`config.mk`:
```
export PLATFORM = sky130hd
export DESIGN_NAME = mem_arbiter
export DESIGN_NICKNAME = d
export VERILOG_FILES = /design/src/rtl/mem_arbiter.sv
export SDC_FILE = /design/constraint.sdc
export NUM_CORES = 1
export LEC_CHECK = 0
export ABC_AREA = 1
export BUFFER_PORTS_ARGS = -buffer_cell sky130_fd_sc_hd__clkbuf_2
export CAP_MARGIN = 20
export CORE_AREA = 2 2 167 169
export DETAILED_ROUTE_END_ITERATION = 16
export DIE_AREA = 0 0 169 171
export PLACE_DENSITY = 0.85
export SETUP_SLACK_MARGIN = 0.15
export SLEW_MARGIN = 10
export SYNTH_ARGS = -nofsm -noshare
export SYNTH_HDL_FRONTEND = slang
export SYNTH_SLANG_ARGS = --single-unit
```
`constraint.sdc`:
```
create_clock -name clk -period 6.4 [get_ports clk]
set_clock_uncertainty 0.15 [all_clocks]
set_input_delay 1.28 -clock clk [delete_from_list [all_inputs] [get_ports clk]]
set_output_delay 1.28 -clock clk [all_outputs]
set_load 0.005 [all_outputs]
```
`src/rtl/mem_arbiter.sv`:
```
// mem_arbiter: shares one byte-wide RAM port among the instruction fetcher,
// the LSB (loads) and ROB commit (stores). Request pulses are latched as
// pending and arbitrated store > load > fetch. Each access is serialised into
// little-endian byte beats, and a one-cycle done pulse goes back to the winner.
module mem_arbiter #(
  parameter int          ADDR_WIDTH = 32,
  parameter logic [31:0] IO_BASE    = 32'h0003_0000
) (
  input  logic                  clk,
  input  logic                  rst,
  input  logic                  rdy,
  input  logic                  in_flush,
  input  logic                  in_fetch_ce,
  input  logic [ADDR_WIDTH-1:0] in_fetch_addr,
  output logic                  out_fetch_ce,
  output logic [31:0]           out_fetch_data,
  input  logic                  in_lsb_ce,
  input  logic [2:0]            in_lsb_size,
  input  logic                  in_lsb_signed,
  input  logic [ADDR_WIDTH-1:0] in_lsb_addr,
  output logic                  out_lsb_ce,
  output logic [31:0]           out_lsb_data,
  input  logic                  in_rob_ce,
  input  logic [2:0]            in_rob_size,
  input  logic [ADDR_WIDTH-1:0] in_rob_addr,
  input  logic [31:0]           in_rob_data,
  output logic                  out_rob_ce,
  input  logic [7:0]            in_ram_data,
  output logic [7:0]            out_ram_data,
  output logic [ADDR_WIDTH-1:0] out_ram_addr,
  output logic                  out_ram_wr,
  input  logic                  in_io_buffer_full
);

  typedef enum logic [1:0] {ST_IDLE = 2'd0, ST_READ = 2'd1, ST_WRITE = 2'd2} state_t;

  localparam logic [1:0] WHO_FETCH = 2'd0;
  localparam logic [1:0] WHO_LSB   = 2'd1;
  localparam logic [1:0] WHO_ROB   = 2'd2;

  // Any size other than 1 or 2 is served as a full word.
  function automatic logic [2:0] norm_size(input logic [2:0] sz);
    case (sz)
      3'd1:    norm_size = 3'd1;
      3'd2:    norm_size = 3'd2;
      default: norm_size = 3'd4;
    endcase
  endfunction

  function automatic logic [7:0] byte_of(input logic [31:0] d, input logic [2:0] idx);
    case (idx)
      3'd0:    byte_of = d[7:0];
      3'd1:    byte_of = d[15:8];
      3'd2:    byte_of = d[23:16];
      default: byte_of = d[31:24];
    endcase
  endfunction

  // Bytes above the insertion point are still zero in the buffer.
  function automatic logic [31:0] insert_byte(input logic [31:0] buf_in, input logic [7:0] b,
                                              input logic [2:0] idx);
    case (idx)
      3'd0:    insert_byte = {24'd0, b};
      3'd1:    insert_byte = {16'd0, b, buf_in[7:0]};
      3'd2:    insert_byte = {8'd0, b, buf_in[15:0]};
      default: insert_byte = {b, buf_in[23:0]};
    endcase
  endfunction

  function automatic logic [31:0] extend(input logic [31:0] w, input logic [2:0] sz, input logic sgn);
    case (sz)
      3'd1:    extend = sgn ? {{24{w[7]}}, w[7:0]} : {24'd0, w[7:0]};
      3'd2:    extend = sgn ? {{16{w[15]}}, w[15:0]} : {16'd0, w[15:0]};
      default: extend = w;
    endcase
  endfunction

  function automatic logic is_io(input logic [1:0] sel);
    is_io = (sel == IO_BASE[17:16]);
  endfunction

  state_t                r_state, w_nxt_state;
  logic [1:0]            r_who, w_nxt_who;
  logic [2:0]            r_cnt, w_nxt_cnt, r_size, w_nxt_size;
  logic                  r_signed, w_nxt_signed;
  logic [ADDR_WIDTH-1:0] r_addr, w_nxt_addr;
  logic [31:0]           r_wdata, w_nxt_wdata, r_rd_buf, w_nxt_rd_buf;

  logic                  r_fetch_pend, w_nxt_fetch_pend;
  logic [ADDR_WIDTH-1:0] r_fetch_addr, w_nxt_fetch_addr;
  logic                  r_lsb_pend, w_nxt_lsb_pend;
  logic [ADDR_WIDTH-1:0] r_lsb_addr, w_nxt_lsb_addr;
  logic [2:0]            r_lsb_size, w_nxt_lsb_size;
  logic                  r_lsb_signed, w_nxt_lsb_signed;
  logic                  r_rob_pend, w_nxt_rob_pend;
  logic [ADDR_WIDTH-1:0] r_rob_addr, w_nxt_rob_addr;
  logic [2:0]            r_rob_size, w_nxt_rob_size;
  logic [31:0]           r_rob_data, w_nxt_rob_data;

  logic                  r_fetch_ce, w_nxt_fetch_ce, r_lsb_ce, w_nxt_lsb_ce, r_rob_ce, w_nxt_rob_ce;
  logic [31:0]           r_fetch_data, w_nxt_fetch_data, r_lsb_data, w_nxt_lsb_data;
  logic [7:0]            r_ram_data, w_nxt_ram_data;
  logic [ADDR_WIDTH-1:0] r_ram_addr, w_nxt_ram_addr;
  logic                  r_ram_wr, w_nxt_ram_wr;

  // A pulse from the requester already pending or currently served is dropped.
  logic w_busy, w_fetch_new, w_lsb_new, w_rob_new, w_fetch_req, w_lsb_req, w_rob_req;
  assign w_busy      = (r_state != ST_IDLE);
  assign w_fetch_new = in_fetch_ce & ~r_fetch_pend & ~(w_busy & (r_who == WHO_FETCH));
  assign w_lsb_new   = in_lsb_ce & ~r_lsb_pend & ~(w_busy & (r_who == WHO_LSB));
  assign w_rob_new   = in_rob_ce & ~r_rob_pend & ~(w_busy & (r_who == WHO_ROB));
  assign w_fetch_req = (r_fetch_pend | w_fetch_new) & ~in_flush;
  assign w_lsb_req   = (r_lsb_pend | w_lsb_new) & ~in_flush;
  assign w_rob_req   = r_rob_pend | w_rob_new;

  // Grant operands come from the latched request, or straight from the port
  // when the request arrives on the arbitration edge itself.
  logic [ADDR_WIDTH-1:0] w_fetch_addr_sel, w_lsb_addr_sel, w_rob_addr_sel;
  logic [2:0]            w_lsb_size_sel, w_rob_size_sel;
  logic                  w_lsb_signed_sel;
  logic [31:0]           w_rob_data_sel;
  assign w_fetch_addr_sel = r_fetch_pend ? r_fetch_addr : in_fetch_addr;
  assign w_lsb_addr_sel   = r_lsb_pend ? r_lsb_addr : in_lsb_addr;
  assign w_lsb_size_sel   = r_lsb_pend ? r_lsb_size : in_lsb_size;
  assign w_lsb_signed_sel = r_lsb_pend ? r_lsb_signed : in_lsb_signed;
  assign w_rob_addr_sel   = r_rob_pend ? r_rob_addr : in_rob_addr;
  assign w_rob_size_sel   = r_rob_pend ? r_rob_size : in_rob_size;
  assign w_rob_data_sel   = r_rob_pend ? r_rob_data : in_rob_data;

  logic                  w_last, w_io_stall, w_rob_stall0;
  logic [2:0]            w_cnt_inc;
  logic [ADDR_WIDTH-1:0] w_addr_inc;
  logic [31:0]           w_rd_word;
  assign w_last       = (r_cnt == (r_size - 3'd1));
  assign w_cnt_inc    = r_cnt + 3'd1;
  assign w_addr_inc   = r_addr + ADDR_WIDTH'(w_cnt_inc);
  assign w_rd_word    = insert_byte(r_rd_buf, in_ram_data, r_cnt);
  assign w_io_stall   = is_io(r_addr[17:16]) & in_io_buffer_full;
  assign w_rob_stall0 = is_io(w_rob_addr_sel[17:16]) & in_io_buffer_full;

  // Next-state, pending capture, arbitration and beat sequencing.
  always_comb begin
    w_nxt_state      = r_state;
    w_nxt_who        = r_who;
    w_nxt_cnt        = r_cnt;
    w_nxt_size       = r_size;
    w_nxt_signed     = r_signed;
    w_nxt_addr       = r_addr;
    w_nxt_wdata      = r_wdata;
    w_nxt_rd_buf     = r_rd_buf;
    w_nxt_fetch_pend = r_fetch_pend;
    w_nxt_fetch_addr = r_fetch_addr;
    w_nxt_lsb_pend   = r_lsb_pend;
    w_nxt_lsb_addr   = r_lsb_addr;
    w_nxt_lsb_size   = r_lsb_size;
    w_nxt_lsb_signed = r_lsb_signed;
    w_nxt_rob_pend   = r_rob_pend;
    w_nxt_rob_addr   = r_rob_addr;
    w_nxt_rob_size   = r_rob_size;
    w_nxt_rob_data   = r_rob_data;
    w_nxt_fetch_ce   = 1'b0;
    w_nxt_lsb_ce     = 1'b0;
    w_nxt_rob_ce     = 1'b0;
    w_nxt_fetch_data = r_fetch_data;
    w_nxt_lsb_data   = r_lsb_data;
    w_nxt_ram_data   = r_ram_data;
    w_nxt_ram_addr   = r_ram_addr;
    w_nxt_ram_wr     = r_ram_wr;

    if (in_flush) begin
      w_nxt_fetch_pend = 1'b0;
      w_nxt_lsb_pend   = 1'b0;
    end else begin
      if (w_fetch_new) begin
        w_nxt_fetch_pend = 1'b1;
        w_nxt_fetch_addr = in_fetch_addr;
      end else begin
        w_nxt_fetch_pend = r_fetch_pend;
      end
      if (w_lsb_new) begin
        w_nxt_lsb_pend   = 1'b1;
        w_nxt_lsb_addr   = in_lsb_addr;
        w_nxt_lsb_size   = in_lsb_size;
        w_nxt_lsb_signed = in_lsb_signed;
      end else begin
        w_nxt_lsb_pend = r_lsb_pend;
      end
    end
    if (w_rob_new) begin
      w_nxt_rob_pend = 1'b1;
      w_nxt_rob_addr = in_rob_addr;
      w_nxt_rob_size = in_rob_size;
      w_nxt_rob_data = in_rob_data;
    end else begin
      w_nxt_rob_pend = r_rob_pend;
    end

    case (r_state)
      ST_IDLE: begin
        w_nxt_ram_wr   = 1'b0;
        w_nxt_ram_addr = {ADDR_WIDTH{1'b0}};
        w_nxt_cnt      = 3'd0;
        w_nxt_rd_buf   = 32'd0;
        if (w_rob_req) begin
          w_nxt_rob_pend = 1'b0;
          w_nxt_who      = WHO_ROB;
          w_nxt_state    = ST_WRITE;
          w_nxt_addr     = w_rob_addr_sel;
          w_nxt_size     = norm_size(w_rob_size_sel);
          w_nxt_wdata    = w_rob_data_sel;
          w_nxt_ram_addr = w_rob_addr_sel;
          w_nxt_ram_data = w_rob_data_sel[7:0];
          w_nxt_ram_wr   = ~w_rob_stall0;
        end else if (w_lsb_req) begin
          w_nxt_lsb_pend = 1'b0;
          w_nxt_who      = WHO_LSB;
          w_nxt_state    = ST_READ;
          w_nxt_addr     = w_lsb_addr_sel;
          w_nxt_size     = norm_size(w_lsb_size_sel);
          w_nxt_signed   = w_lsb_signed_sel;
          w_nxt_ram_addr = w_lsb_addr_sel;
        end else if (w_fetch_req) begin
          w_nxt_fetch_pend = 1'b0;
          w_nxt_who        = WHO_FETCH;
          w_nxt_state      = ST_READ;
          w_nxt_addr       = w_fetch_addr_sel;
          w_nxt_size       = 3'd4;
          w_nxt_signed     = 1'b0;
          w_nxt_ram_addr   = w_fetch_addr_sel;
        end else begin
          w_nxt_state = ST_IDLE;
        end
      end
      ST_READ: begin
        if (in_flush) begin
          w_nxt_state    = ST_IDLE;
          w_nxt_ram_addr = {ADDR_WIDTH{1'b0}};
          w_nxt_cnt      = 3'd0;
        end else if (w_last) begin
          w_nxt_state    = ST_IDLE;
          w_nxt_ram_addr = {ADDR_WIDTH{1'b0}};
          w_nxt_cnt      = 3'd0;
          if (r_who == WHO_FETCH) begin
            w_nxt_fetch_ce   = 1'b1;
            w_nxt_fetch_data = w_rd_word;
          end else begin
            w_nxt_lsb_ce   = 1'b1;
            w_nxt_lsb_data = extend(w_rd_word, r_size, r_signed);
          end
        end else begin
          w_nxt_rd_buf   = w_rd_word;
          w_nxt_cnt      = w_cnt_inc;
          w_nxt_ram_addr = w_addr_inc;
        end
      end
      ST_WRITE: begin
        // A beat with out_ram_wr low was held back by a full IO buffer and
        // is retried with the same byte; cnt only moves after a real write.
        if (r_ram_wr) begin
          if (w_last) begin
            w_nxt_state    = ST_IDLE;
            w_nxt_ram_wr   = 1'b0;
            w_nxt_ram_addr = {ADDR_WIDTH{1'b0}};
            w_nxt_cnt      = 3'd0;
            w_nxt_rob_ce   = 1'b1;
          end else begin
            w_nxt_cnt      = w_cnt_inc;
            w_nxt_ram_addr = w_addr_inc;
            w_nxt_ram_data = byte_of(r_wdata, w_cnt_inc);
            w_nxt_ram_wr   = ~w_io_stall;
          end
        end else begin
          w_nxt_ram_wr = ~w_io_stall;
        end
      end
      default: begin
        w_nxt_state    = ST_IDLE;
        w_nxt_ram_wr   = 1'b0;
        w_nxt_ram_addr = {ADDR_WIDTH{1'b0}};
        w_nxt_cnt      = 3'd0;
      end
    endcase
  end

  // State, pending and output registers; rdy low freezes everything.
  always_ff @(posedge clk) begin
    if (!rst) begin
      r_state      <= ST_IDLE;
      r_who        <= WHO_FETCH;
      r_cnt        <= 3'd0;
      r_size       <= 3'd0;
      r_signed     <= 1'b0;
      r_addr       <= {ADDR_WIDTH{1'b0}};
      r_wdata      <= 32'd0;
      r_rd_buf     <= 32'd0;
      r_fetch_pend <= 1'b0;
      r_fetch_addr <= {ADDR_WIDTH{1'b0}};
      r_lsb_pend   <= 1'b0;
      r_lsb_addr   <= {ADDR_WIDTH{1'b0}};
      r_lsb_size   <= 3'd0;
      r_lsb_signed <= 1'b0;
      r_rob_pend   <= 1'b0;
      r_rob_addr   <= {ADDR_WIDTH{1'b0}};
      r_rob_size   <= 3'd0;
      r_rob_data   <= 32'd0;
      r_fetch_ce   <= 1'b0;
      r_lsb_ce     <= 1'b0;
      r_rob_ce     <= 1'b0;
      r_fetch_data <= 32'd0;
      r_lsb_data   <= 32'd0;
      r_ram_data   <= 8'd0;
      r_ram_addr   <= {ADDR_WIDTH{1'b0}};
      r_ram_wr     <= 1'b0;
    end else if (rdy) begin
      r_state      <= w_nxt_state;
      r_who        <= w_nxt_who;
      r_cnt        <= w_nxt_cnt;
      r_size       <= w_nxt_size;
      r_signed     <= w_nxt_signed;
      r_addr       <= w_nxt_addr;
      r_wdata      <= w_nxt_wdata;
      r_rd_buf     <= w_nxt_rd_buf;
      r_fetch_pend <= w_nxt_fetch_pend;
      r_fetch_addr <= w_nxt_fetch_addr;
      r_lsb_pend   <= w_nxt_lsb_pend;
      r_lsb_addr   <= w_nxt_lsb_addr;
      r_lsb_size   <= w_nxt_lsb_size;
      r_lsb_signed <= w_nxt_lsb_signed;
      r_rob_pend   <= w_nxt_rob_pend;
      r_rob_addr   <= w_nxt_rob_addr;
      r_rob_size   <= w_nxt_rob_size;
      r_rob_data   <= w_nxt_rob_data;
      r_fetch_ce   <= w_nxt_fetch_ce;
      r_lsb_ce     <= w_nxt_lsb_ce;
      r_rob_ce     <= w_nxt_rob_ce;
      r_fetch_data <= w_nxt_fetch_data;
      r_lsb_data   <= w_nxt_lsb_data;
      r_ram_data   <= w_nxt_ram_data;
      r_ram_addr   <= w_nxt_ram_addr;
      r_ram_wr     <= w_nxt_ram_wr;
    end
  end

  assign out_fetch_ce   = r_fetch_ce;
  assign out_fetch_data = r_fetch_data;
  assign out_lsb_ce     = r_lsb_ce;
  assign out_lsb_data   = r_lsb_data;
  assign out_rob_ce     = r_rob_ce;
  assign out_ram_data   = r_ram_data;
  assign out_ram_addr   = r_ram_addr;
  assign out_ram_wr     = r_ram_wr;

endmodule
```
==> impl_metrics.csv <==
group,metric,value,unit
setup_path,worstPathMaxFanout,60,
final_layout,drive_gt1_share,14.4,%
clock_tree,cts_setup_buffers,0,
setup_path,cp_num_cells,15,
floorplan,die_h,171,um
setup_path,worstSetupEndpointType,"flop",
floorplan,core,27300,um^2
placement,place_inst,2908,
clock_tree,cts_tree,"done",
clock_tree,cts.htree.levels,2,
clock_tree,clk_latency,0.54,ns
global_routing,grt_first_pass_wirelength,78700,um
floorplan,num_rows,61,
sta,setup_tns,0,ns
drt,via_per_inst,5.78,
synth,synth.largest_area_cell,"dfxtp_1",
drt,ant_nets,0,
synth,async_reset_ff_share,0,%
sta,slew_viol_final,0,
placement,place.gp.congestion,0.943,
job,cap_violations,0,
placement,portBuffers,258,
placement,pre_cts_slack,1.70,ns
synth,yosys-top-cells-count,"nand2_1 (613), dfxtp_1 (345), o21ai_0 (341)",
drt,drtIter0Drc,2016,
sta,tightest_slew,1.07,ns
global_routing,use_met2,53.4,%
drt,wl_per_cell,17.0,um
setup_path,cp_top_family,"simple AND/OR/NAND/NOR gates",
synth,syn-num-nets,2612,
synth,synth_area,16500,um^2
clock_tree,cts-buffers-inserted,36,
setup_path,cp_data_required_time,6.64,ns
clock_tree,clk_pin_slew,0.06,ns
setup_path,crit_buf_inv,3,
placement,place_area,17800,um^2
synth,dominantRegCellSynth,"dfxtp_1",
final_layout,nets,2770,
global_routing,grt_use_met3,5.48,%
floorplan,start_util,60.5,%
synth,synth_area_leaders,"dfxtp_1 (42%), nand2_1 (14%), o21ai_0 (10%)",
drt,drt-total-wl,50700,um
setup_path,crit_type,"reg2reg",
global_routing,grt-busiest-layer,"met2",
setup_path,crit_path_max_incr_delay,0.68,ns
global_routing,grt.overflow.total,0,
clock_tree,cts_buffer_depth,3,
floorplan,die-area,28900,um^2
global_routing,track_usage,33.8,%
placement,dp_hpwl,35500,um
setup_path,startpoint_type,"flop",
min_path,min_path_cells,2,
final_layout,fin_util,69.5,%
setup_path,crit_chain,"inv_1 -> ha_1 -> inv_2 -> nand3_2 -> nand2_1 -> nand2_2 -> nand2_4 -> nand2_2 -> nand2_2 -> nand2_4 -> nand2_2 -> inv_2 -> o21ai_0 -> o21ai_0 -> nor2_1",
sta,post-route-min-period,4.27,ns
clock_tree,cts-root-buf,"clkbuf_16",
global_routing,grt_pass1_vias,15200,
pwr,power,5.39,mW
clock_tree,cts_hold_buf,0,
synth,synthMostInstantiatedCell,"nand2_1",
sta,finalHoldViolCount,0,
synth,synth_cell_types,46,
synth,ys_ff_latch,345,
setup_path,r2r_cells,15,
final_layout,stdcell_count,2975,
pwr,vdd_drop_max,204,uV
drt,drcViolationCount,0,
global_routing,grt_antenna_before_repair,1,
global_routing,grtUsageMet1,47.8,%
sta,setup_violations,0,
clock_tree,cts_sinks,345,
pwr,power_density,284,nW/um^2
synth,synth-edff-count,0,
setup_path,crit_arrival,4.51,ns
sta,relSlewSlack,28.3,%
final_layout,area_growth,14.9,%
sta,setup_slack,2.13,ns
synth,yosysSeqAreaShare,41.8,%
outcome,status,"complete, no violations",
synth,yosysTopAreaCellShare,41.8,%
global_routing,grt_max_degree,136,
floorplan,num_io_pins,259,
synth,syn_avg_cell_area,6.76,um^2
sta,max_freq,234,MHz
synth,yosys_warnings,0,
sta,hold_ws,0.296,ns
drt,drt_pre_antenna_iters,6,
pwr,power.leakage,8.34,nW
sta,finalCritPeriodShare,66.7,%
final_layout,stdcell_area,19000,um^2
setup_path,slowest_stage,"nand2_2",
synth,netlist_instances,2445,
setup_path,cp_common_cell,"nand2_2",
floorplan,dieWidth,169,um
sta,rsz0062_at_grt,"no",
clock_tree,cts_resized,0,
min_path,hold_class,"reg2reg",
drt,vias,17200,
==> sequential cells by signal, indices dropped and copies added, names as in the netlist, 2 cells and up <==
signal          count
out_fetch_data     32
out_lsb_data       32
out_ram_addr       32
r_addr             32
r_fetch_addr       32
r_lsb_addr         32
r_rob_addr         32
r_rob_data         32
r_wdata            32
r_rd_buf           24
out_ram_data        8
r_cnt               3
r_lsb_size          3
r_rob_size          3
r_size              3
r_state             2
r_who               2
==> layout make-up <==
type / instances / area [um^2]
Inverter: 210 / 788
Clock inverter: 11 / 135
Clock buffer: 52 / 1050
Antenna cell: 1 / 2.50
Multi-Input combinational cell: 1734 / 8210
Fill cell: 2348 / 8320
Timing Repair Buffer: 276 / 1470
Sequential cell: 345 / 6910
Tap cell: 346 / 433
==> power breakdown <==
part,switching (mW),internal (mW)
Combinational,0.627,0.280
Clock,0.877,1.23
Sequential,0.0892,2.29
Total,1.59,3.80
==> worst min-delay path, delay by kind of cell, from the launching register on <==
| kind | cells | cell delay (ns) |
|---|---|---|
| flops | 1 | 0.31 |
| buf+inv | 1 | 0.05 |
| compound gates | 1 | 0.05 |
==> worst paths after layout <==
kind | slack (ns) | start | end
max | 2.13 | r_state[0] | r_size[2]
min | 0.30 | r_rob_data[13] | r_rob_data[13]
max reg2reg | 2.13 | r_state[0] | r_size[2]
min reg2reg | 0.30 | r_rob_data[13] | r_rob_data[13]
==> metal layers <==
metal	routed length, um	share of wire [%]	vias to the layer above
met5	0	0	-
met4	1360	2.7	0
met3	4670	9.2	84
met2	22900	45	792
met1	21800	43	7970
li1	-	-	8343
==> cell usage in the layout, fill, tap and decap left out, types with 9 or more instances in the layout <==
| master | netlist | routed |
|---|---|---|
| inv_1 | 200 | 199 |
| clkbuf_2 | 1 | 257 |
| a21oi_1 | 243 | 243 |
| buf_4 | 2 | 16 |
| inv_2 | 10 | 11 |
| dfxtp_1 | 345 | 344 |
| nand3_1 | 150 | 148 |
| a211oi_1 | 16 | 16 |
| o211ai_1 | 26 | 26 |
| nand2_1 | 613 | 613 |
| clkbuf_16 | 0 | 36 |
| mux2i_1 | 15 | 15 |
| o21ai_0 | 341 | 341 |
| ha_1 | 15 | 15 |
| a21oi_2 | 10 | 10 |
| nor2_1 | 221 | 220 |
| nand4_1 | 11 | 11 |
| a31oi_1 | 26 | 26 |
| clkbuf_8 | 0 | 9 |
==> cell families after synthesis <==
group | after synthesis | share of synthesized area [%]
mux | 15 | 0.908
buf+inv | 366 | 8.70
compound gates | 681 | 22.0
fa+ha+maj | 16 | 1.26
flops | 345 | 41.8
simple gates | 1018 | 25.1
xor+xnor | 4 | 0.212
No activity file was read; power rests on OpenSTA's default activity.
